[src/rtl/reg_a_pipe_pkg.sv]
// Shared helpers for the reg_a_pipe elastic register chain.
package reg_a_pipe_pkg;

   // Ceiling log2; clog2(1) = 0.
   function automatic int unsigned clog2(input int unsigned n);
      int unsigned r;
      r = 0;
      for (int i = 0; i < 32; i++) begin
         if ((32'd1 << i) < n) r = i + 1;
      end
      return r;
   endfunction

   // Occupancy counter width: must represent 0..depth inclusive.
   function automatic int unsigned cw_of(input int unsigned depth);
      return clog2(depth + 1);
   endfunction

endpackage

[src/rtl/reg_a_stage.sv]
// One valid-tagged data register of the reg_a_pipe chain.
module reg_a_stage #(
   parameter int unsigned      WIDTH = 1,
   parameter logic [WIDTH-1:0] INIT  = '0
) (
   input  logic             CLK,
   input  logic             RST,
   input  logic             LOAD,
   input  logic             CLEAR,
   input  logic             FLUSH,
   input  logic [WIDTH-1:0] D,
   output logic             V,
   output logic [WIDTH-1:0] Q
);

   logic             v_q;
   logic [WIDTH-1:0] d_q;

   // Valid bit: flush wins, then a load fills the slot, else an advance-out empties it.
   always_ff @(posedge CLK or posedge RST) begin
      if (RST) begin
         v_q <= 1'b0;
      end else if (FLUSH) begin
         v_q <= 1'b0;
      end else if (LOAD) begin
         v_q <= 1'b1;
      end else if (CLEAR) begin
         v_q <= 1'b0;
      end
   end

   // Data only moves on a real load, so empty slots never toggle.
   always_ff @(posedge CLK or posedge RST) begin
      if (RST) begin
         d_q <= INIT;
      end else if (LOAD && !FLUSH) begin
         d_q <= D;
      end
   end

   assign V = v_q;
   assign Q = d_q;

endmodule

[src/rtl/reg_a_pipe.sv]
// DEPTH-stage elastic pipeline register with collapsing bubbles, flush and occupancy count.
module reg_a_pipe
   import reg_a_pipe_pkg::*;
#(
   parameter int unsigned      WIDTH = 1,
   parameter int unsigned      DEPTH = 2,
   parameter logic [WIDTH-1:0] INIT  = '0,
   localparam int unsigned     CW    = cw_of(DEPTH)
) (
   input  logic             CLK,
   input  logic             RST,
   input  logic             ENQ,
   input  logic [WIDTH-1:0] D_IN,
   output logic             RDY_ENQ,
   input  logic             DEQ,
   output logic [WIDTH-1:0] Q_OUT,
   output logic             VALID,
   input  logic             FLUSH,
   output logic [CW-1:0]    COUNT
);

   logic [DEPTH-1:0] v;
   logic [DEPTH-1:0] adv;
   logic [WIDTH-1:0] d [DEPTH];
   logic             rdy;
   logic             enq_acc;
   logic             deq_acc;
   logic [CW-1:0]    count_q;
   logic [CW-1:0]    count_d;

   // Advance chain, resolved from the output end: a slot is free if empty or emptying.
   always_comb begin
      logic f;
      logic a;
      adv = '0;
      f   = DEQ;
      a   = 1'b0;
      for (int i = DEPTH - 1; i >= 0; i--) begin
         a      = v[i] & f;
         adv[i] = a;
         f      = ~v[i] | a;
      end
      rdy = f;
   end

   assign enq_acc = ENQ & rdy & ~FLUSH;
   assign deq_acc = v[DEPTH-1] & DEQ;

   for (genvar i = 0; i < DEPTH; i++) begin : g_stage
      logic             load;
      logic [WIDTH-1:0] din;
      if (i == 0) begin : g_head
         assign load = enq_acc;
         assign din  = D_IN;
      end else begin : g_body
         assign load = adv[i-1];
         assign din  = d[i-1];
      end
      reg_a_stage #(
         .WIDTH(WIDTH),
         .INIT (INIT)
      ) u_stage (
         .CLK  (CLK),
         .RST  (RST),
         .LOAD (load),
         .CLEAR(adv[i]),
         .FLUSH(FLUSH),
         .D    (din),
         .V    (v[i]),
         .Q    (d[i])
      );
   end

   // Occupancy next-state: only a lone enq or a lone deq changes it.
   always_comb begin
      count_d = count_q;
      if (FLUSH) begin
         count_d = '0;
      end else if (enq_acc && !deq_acc) begin
         count_d = count_q + CW'(1);
      end else if (!enq_acc && deq_acc) begin
         count_d = count_q - CW'(1);
      end
   end

   // Occupancy register.
   always_ff @(posedge CLK or posedge RST) begin
      if (RST) begin
         count_q <= '0;
      end else begin
         count_q <= count_d;
      end
   end

   assign RDY_ENQ = rdy;
   assign Q_OUT   = d[DEPTH-1];
   assign VALID   = v[DEPTH-1];
   assign COUNT   = count_q;

endmodule

[config.mk]
export PLATFORM = sky130hd
export DESIGN_NAME = reg_a_pipe
export DESIGN_NICKNAME = d
export VERILOG_FILES = /design/src/rtl/reg_a_pipe_pkg.sv /design/src/rtl/reg_a_stage.sv /design/src/rtl/reg_a_pipe.sv
export SDC_FILE = /design/constraint.sdc
export NUM_CORES = 1
export LEC_CHECK = 0
export CAP_MARGIN = 20
export CORE_AREA = 2 2 39 41
export CTS_BUF_LIST = sky130_fd_sc_hd__clkbuf_8
export CTS_CLUSTER_DIAMETER = 120
export CTS_CLUSTER_SIZE = 25
export DETAILED_ROUTE_END_ITERATION = 6
export DIE_AREA = 0 0 41 43
export SYNTH_ARGS = -nofsm -noshare
export SYNTH_HDL_FRONTEND = slang
export SYNTH_SLANG_ARGS = --single-unit
[constraint.sdc]
create_clock -name CLK -period 3.1 [get_ports CLK]
set_input_delay 0.775 -clock CLK [delete_from_list [all_inputs] [get_ports CLK]]
set_output_delay 0.775 -clock CLK [all_outputs]
set_load 0.02 [all_outputs]
== Yosys cells after proc, flatten, opt, wreduce, memory -nomap -nowiden ==
Cells that the tools add are included.
Operators by class
  add/subtract/negate cells: 2
  multipliers: 0
  div/mod/pow operators: 0
  $lt $le $gt $ge: 0
  eq/ne operators: 0
  shifts and indexed selects: 0
  mux-type cells: 9
  bitwise operators: 9
  reduce and logical (&&, ||, !) cells: 10
Operator list (count)
  $reduce_bool 3->1: 3
  $mux 1: 6
  $mux 2: 3
  $and 1x1->1: 4
  $logic_and 1x1->1: 4
  $logic_not 1->1: 3
  $not 1->1: 3
  $add 2x1->2 const B: 1
  $or 1x1->1: 2
  $sub 2x1->2 const B: 1
Word-level totals
  register bits: 6
  latch bits: 0
  RAM bits: 0
  bits in read-only memories: 0
  word-level logic and storage cells: 35
  memories kept: 0

== Logic depth before layout (Yosys ltp) ==
  depth after elaboration: 11
  mapped depth: 3

== Hierarchy ==
A second synthesis with hierarchy kept.
Unflattened totals
  cell total of the unflattened synthesis: 34
  area, all modules: 356.6 um^2
Modules (own cells, without submodules)
  reg_a_stage: instances 2, cells each 8, area each 97.6 um^2, sequential area each 50.0 um^2
  reg_a_pipe: instances 1, cells each 18, area each 161.4 um^2, sequential area each 50.0 um^2

== Worst setup path after synthesis ==
Ideal clock, no wire load.
  path kind: input-to-output
  start: input port DEQ
  end: output port RDY_ENQ
  arrival: 1058 ps
  required time: 2325 ps
  path slack: 1267 ps
  stages: 1
  path through: nand3b_1
On the way
  cells in the longest elaborated chain, start to end: 4
Ends and longest elaborated chain
  start: declaration: RTL line reg_a_pipe.sv:15  | input logic DEQ,
  $and 1x1->1: RTL line reg_a_pipe.sv:39  | a = v[i] & f;
  $or 1x1->1: RTL line reg_a_pipe.sv:41  | f = ~v[i] | a;
  $and 1x1->1: RTL line reg_a_pipe.sv:39
  $or 1x1->1: RTL line reg_a_pipe.sv:41
  end: declaration: RTL line reg_a_pipe.sv:14  | output logic RDY_ENQ,
Every way passes these cells.

== Final worst setup path ==
Same ends and word-level chain as after synthesis.

==> flow_metrics.tcl <==
set metrics [dict create \
    run_status "completed" \
    worst_setup_hold_path_clk_slew_ps 30 \
    slew_headroom_pct 80.6 \
    vias_per_cell 4.46 \
    min_path_type "flip-flop to flip-flop" \
    netSwitchingPower_uw 60.2 \
    power.leakage_nw 0.204 \
    cts_tree "built" \
    cp.arrival_ps 2080 \
    die_height_um 43 \
    starting_drc_count_in_detailed_routing 7 \
    sequentialPowerShare_pct 36.3 \
    yosys.area.top_type "sky130_fd_sc_hd__dfrtp_1" \
    grt_start_max_net_pins 9 \
    grt_setup_unrepaired "false" \
    yosys_register_bits 6 \
    power_switching_share_pct 22.9 \
    grt_use_total_pct 8.01 \
    drtAntennaViolNets 0 \
    fin_nets 49 \
    yosys-top-cells-area "sky130_fd_sc_hd__dfrtp_1 49%, sky130_fd_sc_hd__mux2_2 11%, sky130_fd_sc_hd__nand3b_1 4.9%" \
    synth.yosys.seq_area_share_pct 48.8 \
    dieWidth_um 41 \
    cts_setup_buffers 0 \
    asyncSetResetFlopFracSynth_pct 100 \
    synthesis.instances 28 \
    fin_crit_ps 2860 \
    overflow 0 \
    core_um2 1380 \
    setup_viol 0 \
    dr.pass1.iters 3 \
    drive_above_1_share_pct 22.0 \
    worst_ep_required_time_ps 2320 \
    rows 14 \
    ctsHoldBuffers 0 \
    p_int_uw 202 \
    io_buffer_count 10 \
    clock_tree.buffer_depth 2 \
    worstPathMaxFanout 5 \
    max_cap_viol_count 0 \
    slew_viol_final 0 \
    mappedNetlistArea_um2 308 \
    fin_skew_ps 0.514 \
    design_area_um2 469 \
    grt_pass1_vias 239 \
    ys.warnings.count 0 \
    placement.cell_area_um2 428 \
    fin_crit_sh_pct 92.1 \
    finalPower_uw 262 \
    yosys.cell_count.top_type "sky130_fd_sc_hd__dfrtp_1" \
    worst_setup_path_start_kind "primary input" \
    floorplan.initialDensity_pct 22.2 \
    wl_per_cell_um 9.98 \
    fillerInstances 138 \
    post-dp-hpwl_um 416 \
    synth-main-ff-cell "sky130_fd_sc_hd__dfrtp_1" \
    yosys.area.top_type_share_pct 48.8 \
    grt_pass1_wl_um 924 \
    synth_cell_types 14 \
    synth_enable_flop_cells 0 \
    clk_latency_ps 220 \
    fin_setup_tns_ps 0 \
    remaining_drc_errors 0 \
    fmaxAchievable_ghz 0.350 \
    fin_worst_hold_slack_ps 503 \
    synthesized_net_count 34 \
    io_pins 11 \
    power_per_cell_area_nw_per_um2 559 \
    final-hold-violation-count 0 \
    cts_buffers 3 \
    post_cts_resized 0 \
    num_vias 254 \
    post_synth.cell_area_avg_um2 11.0 \
    place_congestion 0.632 \
    synth_commonest_cells "6 x sky130_fd_sc_hd__dfrtp_1, 4 x sky130_fd_sc_hd__nor2_1, 3 x sky130_fd_sc_hd__mux2_2" \
    synthToLayoutAreaGrowth_pct 52.4 \
    wl_um 569 \
    setup.worst_path.end_class "output port" \
    tightest_slew_ps 290 \
    cts_root_cell "sky130_fd_sc_hd__clkbuf_8" \
    clock_sink_count 6 \
    path_class "primary input to output port" \
    grt_antenna_before_repair 0 \
    clock_power_share_pct 43.5 \
    htreeDepth 1 \
    floorplan.die_area_um2 1760 \
    diodes 0 \
    worst_ir_drop_vdd_v 0.000201 \
    power.share.combinational_pct 20.1 \
]
==> final timing paths <==
| path | slack, ps | depth (start not counted) | startpoint | end |
|---|---|---|---|---|
| worst min register to register | 500 | 1 | g_stage[0].u_stage.Q$_DFFE_PP0P_ | g_stage[0].u_stage.Q$_DFFE_PP0P_ |
| max in group asynchronous | 2150 | 2 | RST | g_stage[1].u_stage.Q$_DFFE_PP0P_ |
| worst max-delay path | 240 | 3 | DEQ | RDY_ENQ |
| worst min-delay path | 500 | 1 | g_stage[0].u_stage.Q$_DFFE_PP0P_ | g_stage[0].u_stage.Q$_DFFE_PP0P_ |
| min in group asynchronous | 770 | 2 | RST | COUNT[1]$_DFFE_PP0P_ |
| worst max register to register | 1840 | 3 | g_stage[1].u_stage.V$_DFFE_PP0P_ | g_stage[1].u_stage.Q$_DFFE_PP0P_ |
==> power groups by stage <==
stage	logic, mW	clock network [mW]	registers (mW)
floorplan	0.0177	0	0.105
global placement	0.0532	0	0.0963
detailed placement	0.0531	0	0.0965
CTS	0.0534	0.117	0.0957
global route	0.0566	0.122	0.0978
finish	0.0528	0.114	0.0954
==> flip-flops by register name (all words and copies together) (netlist names) <==
| signal | cells |
|---|---|
| g_stage.u_stage.V | 2 |
| g_stage.u_stage.Q | 2 |
| COUNT | 2 |
==> cells by family (layout without fill, tap and decap cells) <==
logic type | count (synthesis) | in the layout | share of synthesized area (%)
buf+inv | 2 | 15 | 2.44
simple gates | 12 | 12 | 27.2
compound gates | 4 | 4 | 6.91
flops | 6 | 6 | 48.8
mux | 4 | 4 | 14.6
==> final cells by class <==
class | instances | area [µm²] | share of cell area (%)
tap | 16 | 20.0 | 4.27
timing repair buffer | 10 | 100 | 21.3
clock buffer | 3 | 41.3 | 8.80
sequential | 6 | 150 | 32.0
inverter | 2 | 7.51 | 1.60
multi-input combinational | 20 | 150 | 32.0
==> per-layer routing <==
metal / vias to the layer above / GRT usage, % / wire (µm)
met5: - / 0 / 0
met4: 0 / 6.00 / 0
met3: 0 / 3.14 / 41
met2: 10 / 9.69 / 243
met1: 120 / 11.0 / 284
li1: 124 / - / -
==> metrics by stage <==
stage / cells / util, % / setup WS [ps]
after floorplan: 28 / - / 1270
after global placement: 54 / 30.9 / 272
after detailed placement: 54 / 30.9 / 250
after CTS: 57 / 33.9 / 245
after global routing: 57 / 33.9 / 189
final: 57 / 33.9 / 245
==> cells in the final DEF, fill, tap and decap left out <==
master / instances
sky130_fd_sc_hd__clkdlybuf4s50_1: 10
sky130_fd_sc_hd__dfrtp_1: 6
sky130_fd_sc_hd__nor2_1: 4
sky130_fd_sc_hd__mux2_2: 3
sky130_fd_sc_hd__clkbuf_8: 3
sky130_fd_sc_hd__nor2b_1: 2
sky130_fd_sc_hd__a21oi_1: 2
sky130_fd_sc_hd__inv_1: 2
sky130_fd_sc_hd__nand3b_1: 2
sky130_fd_sc_hd__o21ai_0: 1
sky130_fd_sc_hd__and3b_2: 1
sky130_fd_sc_hd__and2b_2: 1
sky130_fd_sc_hd__nor3b_2: 1
sky130_fd_sc_hd__nor4bb_1: 1
sky130_fd_sc_hd__a31oi_1: 1
sky130_fd_sc_hd__mux2_1: 1
==> worst max-delay path, cell delays in order <==
cell,delay [ps]
sky130_fd_sc_hd__clkdlybuf4s50_1,520
sky130_fd_sc_hd__nand3b_1,170
sky130_fd_sc_hd__clkdlybuf4s50_1,620
No activity file was read; power rests on OpenSTA's default activity.
